File: src/rtl/mac_if_pkg.sv
// Shared MAC definitions: transmit FSM states, framing byte values and CRC-32 constants.
// Used by the transmit framer and the receive-side CRC checker.
package mac_if_pkg;

    typedef enum logic [3:0] {
        TX_IDLE,
        TX_PREAMBLE,
        TX_SFD,
        TX_HEADER,
        TX_PAYLOAD,
        TX_PAD,
        TX_FCS,
        TX_DRAIN,
        TX_IFG
    } tx_state_t;

    localparam logic [7:0]  PREAMBLE_BYTE = 8'h55;
    localparam logic [7:0]  SFD_BYTE      = 8'hD5;
    localparam int          PREAMBLE_LEN  = 7;

    localparam logic [31:0] CRC32_POLY    = 32'hEDB88320;
    localparam logic [31:0] CRC32_INIT    = 32'hFFFFFFFF;
    // Register value after running the CRC over a frame including its own FCS.
    localparam logic [31:0] CRC32_RESIDUE = 32'hDEBB20E3;

    localparam int          ETH_HDR_BYTES = 14;
    localparam int          FCS_BYTES     = 4;

endpackage

File: src/rtl/crc32_byte.sv
// Combinational one-byte update of the bit-reflected Ethernet CRC-32.
// Shared between the transmit framer and the receive CRC checker.
module crc32_byte
    import mac_if_pkg::*;
(
    input  logic [31:0] crc_in,
    input  logic [7:0]  data,
    output logic [31:0] crc_out
);

    always_comb begin
        crc_out = crc_in ^ {24'h000000, data};
        for (int i = 0; i < 8; i++) begin
            crc_out = crc_out[0] ? ((crc_out >> 1) ^ CRC32_POLY) : (crc_out >> 1);
        end
    end

endmodule

File: src/rtl/tx_mac_framer.sv
// Transmit MAC framer: payload stream + header fields in, complete GMII frame out.
// Optional zero padding to minimum frame size is enabled by defining TX_MAC_PAD_EN.
module tx_mac_framer
    import mac_if_pkg::*;
#(
    parameter int IFG_BYTES   = 12,
    parameter int MIN_PAYLOAD = 46,
    parameter int MAX_PAYLOAD = 1500
) (
    input  logic        clk,
    input  logic        rst,
    input  logic [7:0]  s_data_i,
    input  logic        s_valid_i,
    input  logic        s_last_i,
    output logic        s_ready_o,
    input  logic [47:0] dst_mac_i,
    input  logic [47:0] src_mac_i,
    input  logic [15:0] ethertype_i,
    output logic [7:0]  gmii_txd_o,
    output logic        gmii_tx_en_o,
    output logic        gmii_tx_er_o,
    output logic        busy_o,
    output logic        frame_done_o,
    output logic        underrun_o
);

    if (IFG_BYTES < 1 || MIN_PAYLOAD > MAX_PAYLOAD || MAX_PAYLOAD > 65534) begin : g_param_check
        $error("tx_mac_framer: invalid IFG_BYTES/MIN_PAYLOAD/MAX_PAYLOAD");
    end

    tx_state_t     state_reg, state_next;
    logic [15:0]   cnt_reg, cnt_next;
    logic [15:0]   pay_cnt_reg, pay_cnt_next;
    logic [111:0]  hdr_reg, hdr_next;
    logic [31:0]   crc_reg, crc_next;
    logic [7:0]    txd_reg, txd_next;
    logic          tx_en_reg, tx_en_next;
    logic          tx_er_reg, tx_er_next;
    logic          busy_reg, busy_next;
    logic          done_reg, done_next;
    logic          underrun_reg, underrun_next;

    logic [7:0]    crc_data;
    logic [31:0]   crc_upd;
    logic          crc_en;
    logic [15:0]   pay_inc;
    logic [31:0]   fcs;

    // The byte entering the CRC depends only on registered state and the input
    // stream, so the update never loops back through the next-state logic.
    always_comb begin
        crc_data = 8'h00;
        if (state_reg == TX_HEADER) begin
            crc_data = hdr_reg[111:104];
        end else if (state_reg == TX_PAYLOAD) begin
            crc_data = s_data_i;
        end
    end

    crc32_byte u_crc (
        .crc_in  (crc_reg),
        .data    (crc_data),
        .crc_out (crc_upd)
    );

    assign fcs     = ~crc_reg;
    assign pay_inc = pay_cnt_reg + 16'd1;

    always_ff @(posedge clk) begin
        if (rst) begin
            state_reg    <= TX_IDLE;
            cnt_reg      <= 16'd0;
            pay_cnt_reg  <= 16'd0;
            hdr_reg      <= '0;
            crc_reg      <= CRC32_INIT;
            txd_reg      <= 8'h00;
            tx_en_reg    <= 1'b0;
            tx_er_reg    <= 1'b0;
            busy_reg     <= 1'b0;
            done_reg     <= 1'b0;
            underrun_reg <= 1'b0;
        end else begin
            state_reg    <= state_next;
            cnt_reg      <= cnt_next;
            pay_cnt_reg  <= pay_cnt_next;
            hdr_reg      <= hdr_next;
            crc_reg      <= crc_next;
            txd_reg      <= txd_next;
            tx_en_reg    <= tx_en_next;
            tx_er_reg    <= tx_er_next;
            busy_reg     <= busy_next;
            done_reg     <= done_next;
            underrun_reg <= underrun_next;
        end
    end

    // Each state computes the byte that will be on the GMII pins after the
    // next edge, so every output is a flop with no combinational path.
    always_comb begin
        state_next    = state_reg;
        cnt_next      = cnt_reg;
        pay_cnt_next  = pay_cnt_reg;
        hdr_next      = hdr_reg;
        crc_next      = crc_reg;
        txd_next      = 8'h00;
        tx_en_next    = 1'b0;
        tx_er_next    = 1'b0;
        busy_next     = busy_reg;
        done_next     = 1'b0;
        underrun_next = 1'b0;
        crc_en        = 1'b0;
        s_ready_o     = 1'b0;

        case (state_reg)
            TX_IDLE: begin
                if (s_valid_i) begin
                    hdr_next     = {dst_mac_i, src_mac_i, ethertype_i};
                    crc_next     = CRC32_INIT;
                    txd_next     = PREAMBLE_BYTE;
                    tx_en_next   = 1'b1;
                    busy_next    = 1'b1;
                    cnt_next     = 16'd1;
                    pay_cnt_next = 16'd0;
                    state_next   = TX_PREAMBLE;
                end
            end

            TX_PREAMBLE: begin
                txd_next   = PREAMBLE_BYTE;
                tx_en_next = 1'b1;
                if (cnt_reg == 16'(PREAMBLE_LEN - 1)) begin
                    cnt_next   = 16'd0;
                    state_next = TX_SFD;
                end else begin
                    cnt_next = cnt_reg + 16'd1;
                end
            end

            TX_SFD: begin
                txd_next   = SFD_BYTE;
                tx_en_next = 1'b1;
                cnt_next   = 16'd0;
                state_next = TX_HEADER;
            end

            TX_HEADER: begin
                txd_next   = hdr_reg[111:104];
                tx_en_next = 1'b1;
                crc_en     = 1'b1;
                hdr_next   = {hdr_reg[103:0], 8'h00};
                if (cnt_reg == 16'(ETH_HDR_BYTES - 1)) begin
                    cnt_next   = 16'd0;
                    state_next = TX_PAYLOAD;
                end else begin
                    cnt_next = cnt_reg + 16'd1;
                end
            end

            TX_PAYLOAD: begin
                s_ready_o = 1'b1;
                if (s_valid_i && (s_last_i || pay_inc <= 16'(MAX_PAYLOAD))) begin
                    txd_next     = s_data_i;
                    tx_en_next   = 1'b1;
                    crc_en       = 1'b1;
                    pay_cnt_next = pay_inc;
                    if (s_last_i) begin
                        cnt_next = 16'd0;
`ifdef TX_MAC_PAD_EN
                        state_next = (pay_inc < 16'(MIN_PAYLOAD)) ? TX_PAD : TX_FCS;
`else
                        state_next = TX_FCS;
`endif
                    end
                end else begin
                    // Underrun or oversize: poison the frame and swallow the rest.
                    pay_cnt_next  = s_valid_i ? pay_inc : pay_cnt_reg;
                    tx_en_next    = 1'b1;
                    tx_er_next    = 1'b1;
                    underrun_next = 1'b1;
                    state_next    = (s_valid_i && s_last_i) ? TX_IFG : TX_DRAIN;
                    cnt_next      = 16'd0;
                end
            end

`ifdef TX_MAC_PAD_EN
            TX_PAD: begin
                tx_en_next   = 1'b1;
                crc_en       = 1'b1;
                pay_cnt_next = pay_inc;
                if (pay_inc >= 16'(MIN_PAYLOAD)) begin
                    cnt_next   = 16'd0;
                    state_next = TX_FCS;
                end
            end
`endif

            TX_FCS: begin
                tx_en_next = 1'b1;
                case (cnt_reg[1:0])
                    2'd0:    txd_next = fcs[7:0];
                    2'd1:    txd_next = fcs[15:8];
                    2'd2:    txd_next = fcs[23:16];
                    default: txd_next = fcs[31:24];
                endcase
                if (cnt_reg == 16'(FCS_BYTES - 1)) begin
                    done_next  = 1'b1;
                    cnt_next   = 16'd0;
                    state_next = TX_IFG;
                end else begin
                    cnt_next = cnt_reg + 16'd1;
                end
            end

            TX_DRAIN: begin
                s_ready_o = 1'b1;
                if (s_valid_i && s_last_i) begin
                    cnt_next   = 16'd0;
                    state_next = TX_IFG;
                end
            end

            TX_IFG: begin
                if (cnt_reg == 16'(IFG_BYTES - 1)) begin
                    cnt_next   = 16'd0;
                    busy_next  = 1'b0;
                    state_next = TX_IDLE;
                end else begin
                    cnt_next = cnt_reg + 16'd1;
                end
            end

            default: begin
                busy_next  = 1'b0;
                cnt_next   = 16'd0;
                state_next = TX_IDLE;
            end
        endcase

        if (crc_en) begin
            crc_next = crc_upd;
        end
    end

    assign gmii_txd_o   = txd_reg;
    assign gmii_tx_en_o = tx_en_reg;
    assign gmii_tx_er_o = tx_er_reg;
    assign busy_o       = busy_reg;
    assign frame_done_o = done_reg;
    assign underrun_o   = underrun_reg;

endmodule
File: config.mk
export PLATFORM = sky130hd
export DESIGN_NAME = tx_mac_framer
export DESIGN_NICKNAME = d
export VERILOG_FILES = /design/src/rtl/mac_if_pkg.sv /design/src/rtl/crc32_byte.sv /design/src/rtl/tx_mac_framer.sv
export SDC_FILE = /design/constraint.sdc
export NUM_CORES = 1
export LEC_CHECK = 0
export BUFFER_PORTS_ARGS = -buffer_cell sky130_fd_sc_hd__buf_2
export CAP_MARGIN = 20
export CORE_UTILIZATION = 45
export CTS_CLUSTER_DIAMETER = 200
export CTS_CLUSTER_SIZE = 12
export DETAILED_ROUTE_END_ITERATION = 8
export GPL_TIMING_DRIVEN = 1
export HOLD_SLACK_MARGIN = 0.05
export PLACE_DENSITY_LB_ADDON = 0.2
export REMOVE_ABC_BUFFERS = 1
export SKIP_CTS_REPAIR_TIMING = 1
export SYNTH_ARGS = -nofsm -noshare
export SYNTH_HDL_FRONTEND = slang
export SYNTH_SLANG_ARGS = --single-unit
File: constraint.sdc
create_clock -name clk -period 5.3 [get_ports clk]
set_clock_uncertainty 0.05 [all_clocks]
set_input_delay 0.53 -clock clk [delete_from_list [all_inputs] [get_ports clk]]
set_output_delay 0.53 -clock clk [all_outputs]
set_load 0.02 [all_outputs]
-- Word level (Yosys, flattened, before mapping)
Cells that the tools add are included.
- input bits: 124
- register bits: 192
- output and inout bits: 14
- $lt $le $gt $ge: 1
- mux-type cells: 52
- equality and inequality tests: 21
- reduce and logical (&&, ||, !) cells: 20
- bitwise gates (word level): 13
- add/subtract/negate cells: 2
- operators with widths (kind ; count):
    $mux W32 ; 11
    $pmux W112 S2 ; 1
    $mux W16 ; 11
    $mux W112 ; 1
    $not A13 Y14 ; 8
    $pmux W16 S7 ; 1
    $pmux W8 S6 ; 1
    $mux W4 ; 9
    $add A16 B1 Y16 const B ; 2
    $eq A16 B4 Y1 const B ; 2
    $not A32 Y32 ; 1
    $pmux W16 S2 ; 1
    $pmux W4 S8 ; 1
    $xor A32 B8 Y32 ; 1
    $mux W8 ; 3
    $pmux W8 S3 ; 1
    $eq A16 B2 Y1 const B ; 1
    $eq A16 B3 Y1 const B ; 1
    $le A16 B11 Y1 const B ; 1
    $eq A4 B3 Y1 const B ; 3
    $ne A2 B2 Y1 const B ; 5
    $reduce_and A3 Y1 ; 3
    $eq A4 B2 Y1 const B ; 2
    $reduce_bool A2 Y1 ; 4
    other kinds (21) ; 34

-- Longest topological paths before layout
Gate-level depths: netlist of run 1.
- depth after elaboration: 21
- depth in mapped cells: 11
- gate-level depth less buffers: 9

-- Modules after synthesis
Synthesis of run 1 repeated with hierarchy kept, for this count alone.
- cell total of the unflattened synthesis: 1258
- area total of the unflattened synthesis: 9914.5 µm²
- modules (own cells, without submodules) (module ; sequential area each (µm²) ; instances ; area an instance (µm²) ; cells each):
    tx_mac_framer ; 3843.7 ; 1 ; 8994.9 ; 1191
    crc32_byte ; 0.0 ; 1 ; 919.6 ; 67

-- Worst setup path before layout of run 1
Ideal clock, no wire load.
- path type: register to register
- start: register pay_cnt_reg[0]
- end: register crc_reg[20]
- path slack: 2.577 ns
- clock period less this slack: 2.723 ns
- cell stages (with the launch flop): 11
- library setup time: 0.119 ns
- arrival time: 2.553 ns
- required time: 5.131 ns
- path buffers: 1
- cells stage by stage: dfxtp_1 -> ha_1 -> nand3_1 -> nor4_2 -> and3_1 -> o22ai_1 -> o41a_4 -> o21a_4 -> buf_6 -> nor2b_1 -> o21bai_1
- cells in the longest elaborated chain, start to end: 8
- elaborated cells on any way between the ends: 10
- those cells by class: add/sub: 1; order compare: 1; mux: 3; reduce/logical: 5
- ends and longest elaborated chain (item ; line ; text):
    start, declared ; tx_mac_framer.sv:33 ; logic [15:0] pay_cnt_reg, pay_cnt_next;
    start signal, assigned ; tx_mac_framer.sv:85 ; pay_cnt_reg <= pay_cnt_next;
    $add A16 B1 Y16 * ; tx_mac_framer.sv:67 ; assign pay_inc = pay_cnt_reg + 16'd1;
    $le A16 B11 Y1 * ; tx_mac_framer.sv:161 ; if (s_valid_i && (s_last_i || pay_inc <= 16'(MAX_PAYLOAD))) begin
    $logic_or A1 B1 Y1 * ; tx_mac_framer.sv:161 ;
    $logic_and A1 B1 Y1 * ; tx_mac_framer.sv:161 ;
    $mux W1 * ; tx_mac_framer.sv:161 ;
    $pmux W1 S2 * ; tx_mac_framer.sv:114 ; case (state_reg)
    $reduce_bool A2 Y1 (no source line) ; n/a ;
    $reduce_and A2 Y1 (no source line) ; n/a ;
    end signal, assigned ; tx_mac_framer.sv:87 ; crc_reg <= crc_next;
    end, declared ; tx_mac_framer.sv:35 ; logic [31:0] crc_reg, crc_next;
Mark *: on every way between the ends. The rest lies on a longest branch, timed or not.
A chain may end at the register's enable or synchronous reset.

-- Worst setup path in the final report of run 1
- start: register pay_cnt_reg[0]
- end: register crc_reg[2]
Same word-level chain as after synthesis.

==> flow_metrics.env, run 1 <==
export IMPL_crit_arrival_ns=3.85
export IMPL_worst_path_max_fanout=32
export IMPL_drive_gt1_share_pct=15.7
export IMPL_ys_types=65
export IMPL_cts_buffer_depth=2
export IMPL_crit_path_top_delay_cell="o21ai_4"
export IMPL_vdd_ir_drop_worst_v=0.000275
export IMPL_yosys_warnings=0
export IMPL_io_buffers=137
export IMPL_hold_class="input pin to register"
export IMPL_htreeDepth=4
export IMPL_cp_end_kind="register"
export IMPL_chipHeight_um=146
export IMPL_max_freq_mhz=284
export IMPL_initial_utilization_pct=45.9
export IMPL_drtPass1Iterations=5
export IMPL_synth_async_reset_ratio_pct=0
export IMPL_cts_made_buffers=17
export IMPL_antenna_found_initial=2
export IMPL_synth_area_leaders="dfxtp_1, nor2_1, nor4_1, xnor2_1, clkbuf_1"
export IMPL_cts_sinks=192
export IMPL_synth_edf_count=0
export IMPL_syn_cell_area_um2=9320
export IMPL_drt_vias_per_instance=5.46
export IMPL_tightest_slew_ns=0.941
export IMPL_routed_wl_um=23700
export IMPL_yosys_area_top_type="dfxtp_1"
export IMPL_fin_util_pct=52.3
export IMPL_drv_cap=0
export IMPL_drv_slew=0
export IMPL_power_density_nw_per_um2=573
export IMPL_dp_slack_ns=1.88
export IMPL_core_area_um2=20300
export IMPL_drt_iter0_drc=794
export IMPL_slew_limit_headroom_pct=37.0
export IMPL_min_period_ns=3.53
export IMPL_row_count=52
export IMPL_wl_per_cell_um=15.2
export IMPL_dpl_hpwl_um=15500
export IMPL_clk_latency_ns=0.43
export IMPL_die_area_um2=21300
export IMPL_avgSynthCellArea_um2=7.79
export IMPL_critical_path_max_stage_delay_ns=0.72
export IMPL_rsz0062_at_grt="false"
export IMPL_worstPathCellList="ha_1 -> nand3_1 -> nor4_2 -> and3_1 -> o22ai_1 -> o41a_4 -> o21ai_4 -> o22ai_1 -> nand2b_1"
export IMPL_clk_pin_slew_ns=0.08
export IMPL_fin_nets=1404
export IMPL_synth_cells=1197
export IMPL_synth_top_area_share_pct=41.2
export IMPL_grt_overflow=0
export IMPL_dr_total_vias=8503
export IMPL_worstSetupPathType="register to register"
export IMPL_grtUsageTotal_pct=22.2
export IMPL_cts_root_buf="clkbuf_16"
export IMPL_grt_pass1_wl_um=39000
export IMPL_synth_seq_cells=192
export IMPL_synth_main_ff_cell="dfxtp_1"
export IMPL_drc=0
export IMPL_postRouteAntennaNets=0
export IMPL_area_delta_synth_final_pct=13.9
export IMPL_critPathMostFrequentCell="o22ai_1"
export IMPL_ys_seq_area_share_pct=41.2
export IMPL_io_pins=138
export IMPL_hold_violations=0
export IMPL_grt_max_degree=88
export IMPL_fin_ws_ns=1.77
export IMPL_cts_tree="yes"
export IMPL_grt_pass1_vias=7792
export IMPL_critical_path_required_ns=5.63
export IMPL_p_leak_nw=4.26
export IMPL_whs_ns=0.280
export IMPL_finalSetupViolCount=0
export IMPL_dieWidth_um=146
export IMPL_largest_reg_flops=112
export IMPL_gp_congestion=0.852
export IMPL_period_share_pct=66.5
export IMPL_status="finished clean"
export IMPL_start_kind="register"
[final timing paths]
kind | depth (start not counted) | slack (ns) | from | end
max | 9 | 1.77 | pay_cnt_reg[0]$_SDFFE_PP0P_ | crc_reg[2]$_SDFFE_PP1P_
max reg2reg | 9 | 1.77 | pay_cnt_reg[0]$_SDFFE_PP0P_ | crc_reg[2]$_SDFFE_PP1P_
min reg2reg | 2 | 0.42 | hdr_reg[5]$_SDFFE_PP0P_ | hdr_reg[5]$_SDFFE_PP0P_
min | 3 | 0.28 | ethertype_i[7] | hdr_reg[7]$_SDFFE_PP0P_
[cells by family after synthesis]
| family | after synthesis | share of synthesized area (%) |
|---|---|---|
| DFF | 192 | 41.2 |
| and+or+nand+nor | 652 | 32.9 |
| AOI/OAI and AO/OA | 170 | 12.4 |
| adders and majority gates | 6 | 0.806 |
| buffers and inverters | 100 | 4.56 |
| xor gates and xnor gates | 77 | 8.12 |
[cell usage after synthesis (7+ instances only)]
cell type,instances
a21oi_1,39
a22oi_1,12
a31oi_1,15
buf_1,7
clkbuf_1,66
dfxtp_1,192
inv_1,15
nand2_1,52
nand2b_1,32
nand3_1,29
nor2_1,365
nor2b_1,13
nor3_1,11
nor4_1,111
o21ai_0,17
o22ai_1,35
o311ai_0,7
or3_1,7
xnor2_1,47
xnor2_2,11
xor2_1,19
[metrics by stage]
step                      setup TNS [ns]  total power [mW]  area [µm²]  instances
after global routing                   0              6.52       10600       1556
after floorplan                   -34.49              4.28        8950       1112
after global placement                 0              4.82       10100       1525
after detailed placement               0              4.85       10100       1525
after CTS                              0              6.11       10600       1556
final                                  0              6.08       10600       1557
[worst max-delay path, delay by kind of cell, from the launching register on]
kind            cells  cell delay, ns
simple gates        4            1.11
flops               1            0.46
compound gates      4            1.51
fa+ha+maj           1            0.33
[per-layer routing]
| metal | wire, µm | vias to the layer above | track usage (%) |
|---|---|---|---|
| met3 | 1670 | 16 | 6.33 |
| met1 | 10900 | 3979 | 30.0 |
| li1 | - | 4306 | - |
| met4 | 180 | 4 | 4.37 |
| met2 | 10900 | 198 | 35.4 |
| met5 | 27 | - | 0 |
[power breakdown]
part	leakage, nW	switching [mW]	internal [mW]
logic	2.42	1.64	1.06
clock network	0.269	0.605	0.631
registers	1.58	0.286	1.85
total	4.26	2.53	3.55
[placed cells by master (no fill, tap or decap), types with 5 or more instances in the layout]
cell,instances
xnor2_1,47
clkbuf_16,17
nor2b_1,13
a22oi_1,12
nand2b_1,32
ha_1,6
inv_1,15
nor4_1,111
buf_4,7
a31oi_1,15
a21oi_1,39
nand2_1,50
buf_2,136
o311ai_0,7
nand3b_1,5
inv_8,5
or3_1,7
a211oi_1,6
o21bai_1,6
xnor2_2,11
nor2_1,365
o21ai_0,17
nand3_1,28
xor2_1,19
nor3_1,11
o22ai_1,35
dfxtp_1,192
[layout make-up]
class                   count  area, µm²
multi-input cells         905       5080
repair buffers            143        733
fillers                  2022       9680
well taps                 270        338
inverters                  15       56.3
clock inverters            13        119
diodes                      1       2.50
flip-flops and latches    192       3840
clock buffers              18        439
Note: power is estimated with default switching activity, not from simulation.
==> run 2, diff against run 1 <==
==> constraint.sdc (replaced) <==
create_clock -name clk -period 3.2 [get_ports clk]
set_clock_uncertainty 0.05 [all_clocks]
set_input_delay 0.32 -clock clk [delete_from_list [all_inputs] [get_ports clk]]
set_output_delay 0.32 -clock clk [all_outputs]
set_load 0.02 [all_outputs]
==> flow_metrics.env, run 2 (synthesis results as in run 1) <==
export IMPL_status="finished clean"
export IMPL_cts_root_buf="clkbuf_16"
export IMPL_slew_limit_headroom_pct=49.1
export IMPL_layout_common_cells="nor2_1, dfxtp_1, buf_2, nor4_1, nand2_1"
export IMPL_r2r_end="crc_reg[28]$_SDFFE_PP1P_"
export IMPL_cp_startpoint="pay_cnt_reg[0]$_SDFFE_PP0P_"
export IMPL_r2r_start="pay_cnt_reg[0]$_SDFFE_PP0P_"
export IMPL_drv_slew=0
export IMPL_area_delta_synth_final_pct=17.0
export IMPL_largest_reg_flops=112
export IMPL_sequentialPowerShare_pct=33.6
export IMPL_core_area_um2=20300
export IMPL_drt_iter0_drc=635
export IMPL_layout_cells_non_filler=1578
export IMPL_critPathMostFrequentCell="o22ai_1"
export IMPL_comb_power_share_pct=45.6
export IMPL_whs_ns=0.0430
export IMPL_worstSetupPathType="register to register"
export IMPL_final_common_cell="nor2_1"
export IMPL_drc=0
export IMPL_grt_overflow=0
export IMPL_critical_path_required_ns=3.48
export IMPL_cp_end_kind="register"
export IMPL_grt_pass1_vias=7974
export IMPL_crit_path_top_delay_cell="o41a_4"
export IMPL_worstPathCellList="ha_1 -> nand3_1 -> nor4_2 -> and3_1 -> o22ai_1 -> o41a_4 -> o21a_4 -> o22ai_1 -> nand2b_1"
export IMPL_htreeDepth=4
export IMPL_die_area_um2=21300
export IMPL_power_frac_clock_pct=20.8
export IMPL_max_freq_mhz=341
export IMPL_drv_cap=0
export IMPL_crit_arrival_ns=3.21
export IMPL_diodes=0
export IMPL_grtUsageTotal_pct=22.8
export IMPL_initial_utilization_pct=45.9
export IMPL_io_pins=138
export IMPL_rsz0062_at_grt="false"
export IMPL_drive_gt1_share_pct=17.2
export IMPL_p_leak_nw=4.42
export IMPL_cts_made_buffers=17
export IMPL_clk_latency_ns=0.44
export IMPL_grt_pass1_wl_um=39800
export IMPL_cts_tree="yes"
export IMPL_min_period_ns=2.94
export IMPL_dp_cells=1546
export IMPL_fin_util_pct=53.7
export IMPL_hold_depth=3
export IMPL_start_kind="register"
export IMPL_antenna_found_initial=2
export IMPL_period_share_pct=91.8
export IMPL_finalSetupViolCount=0
export IMPL_power_switching_share_pct=41.6
export IMPL_drtPass1Iterations=5
export IMPL_fin_nets=1425
export IMPL_p_int_mw=6.08
export IMPL_postRouteAntennaNets=0
export IMPL_clk_pin_slew_ns=0.09
export IMPL_routed_wl_um=23700
export IMPL_dp_slack_ns=0.233
export IMPL_drt_vias_per_instance=5.42
export IMPL_tns_ns=0
export IMPL_row_count=52
export IMPL_grt_max_degree=89
export IMPL_io_buffers=137
export IMPL_critical_path_max_stage_delay_ns=0.49
export IMPL_wl_per_cell_um=15.0
export IMPL_hold_violations=0
export IMPL_fin_ws_ns=0.264
export IMPL_p_sw_mw=4.33
export IMPL_endpoint="crc_reg[28]$_SDFFE_PP1P_"
export IMPL_gp_congestion=0.838
export IMPL_dr_total_vias=8558
export IMPL_dieWidth_um=146
export IMPL_chipHeight_um=146
export IMPL_rr_worst_depth=9
export IMPL_vdd_ir_drop_worst_v=0.000508
export IMPL_power_density_nw_per_um2=954
export IMPL_dpl_hpwl_um=15600
export IMPL_tightest_slew_ns=0.763
export IMPL_cts_buffer_depth=2
export IMPL_cts_sinks=192
export IMPL_hold_class="input pin to register"
export IMPL_worst_path_max_fanout=32
export IMPL_rrSetupSlack_ns=0.26
==> run 2: cell type report <==
class	instances	area (µm²)
Clock buffer	17	425
Clock inverter	15	189
Fill cell	1971	9400
Inverter	15	56.3
Multi-Input combinational cell	905	5100
Sequential cell	192	3840
Tap cell	270	338
Timing Repair Buffer	164	953
==> run 2: power groups by stage <==
stage	Sequential [mW]	Clock (mW)	Combinational (mW)
after floorplan	3.51	0	3.58
after global placement	3.53	0	4.68
after detailed placement	3.55	0	4.70
after CTS	3.50	2.22	4.75
after global routing	3.59	2.30	5.31
final	3.50	2.16	4.75
==> run 2: how the worst min path moves through the flow <==
stage / from / to / slack, ns
finish: ethertype_i[3] / hdr_reg[3]$_SDFFE_PP0P_ / 0.04
global placement: hdr_reg[6]$_SDFFE_PP0P_ / hdr_reg[6]$_SDFFE_PP0P_ / 0.41
floorplan: rst / busy_o$_SDFFE_PP0P_ / 0.34
CTS: ethertype_i[3] / hdr_reg[3]$_SDFFE_PP0P_ / 0.03
global route: ethertype_i[2] / hdr_reg[2]$_SDFFE_PP0P_ / 0.05
detailed placement: hdr_reg[0]$_SDFFE_PP0P_ / hdr_reg[0]$_SDFFE_PP0P_ / 0.41
==> run 2: routing by layer <==
layer / vias to the layer above / wire length [µm] / track usage [%]
met4: 4 / 305 / 6.63
met3: 25 / 1520 / 6.14
li1: 4353 / - / -
met2: 230 / 10800 / 35.6
met1: 3946 / 11100 / 30.8
met5: - / 24 / 0
==> run 2: through the flow <==
stage | area (µm²) | power (mW)
finish | 10900 | 10.4
global route | 10900 | 11.2
CTS | 10900 | 10.5
detailed placement | 10300 | 8.25
global placement | 10300 | 8.21
floorplan | 8950 | 7.09
==> run 2: worst max-delay path: cells and delay by family, from the launching register on <==
kind / cells / cell delay (ns)
compound gates: 4 / 1.16
simple gates: 4 / 0.81
fa+ha+maj: 1 / 0.34
flops: 1 / 0.45
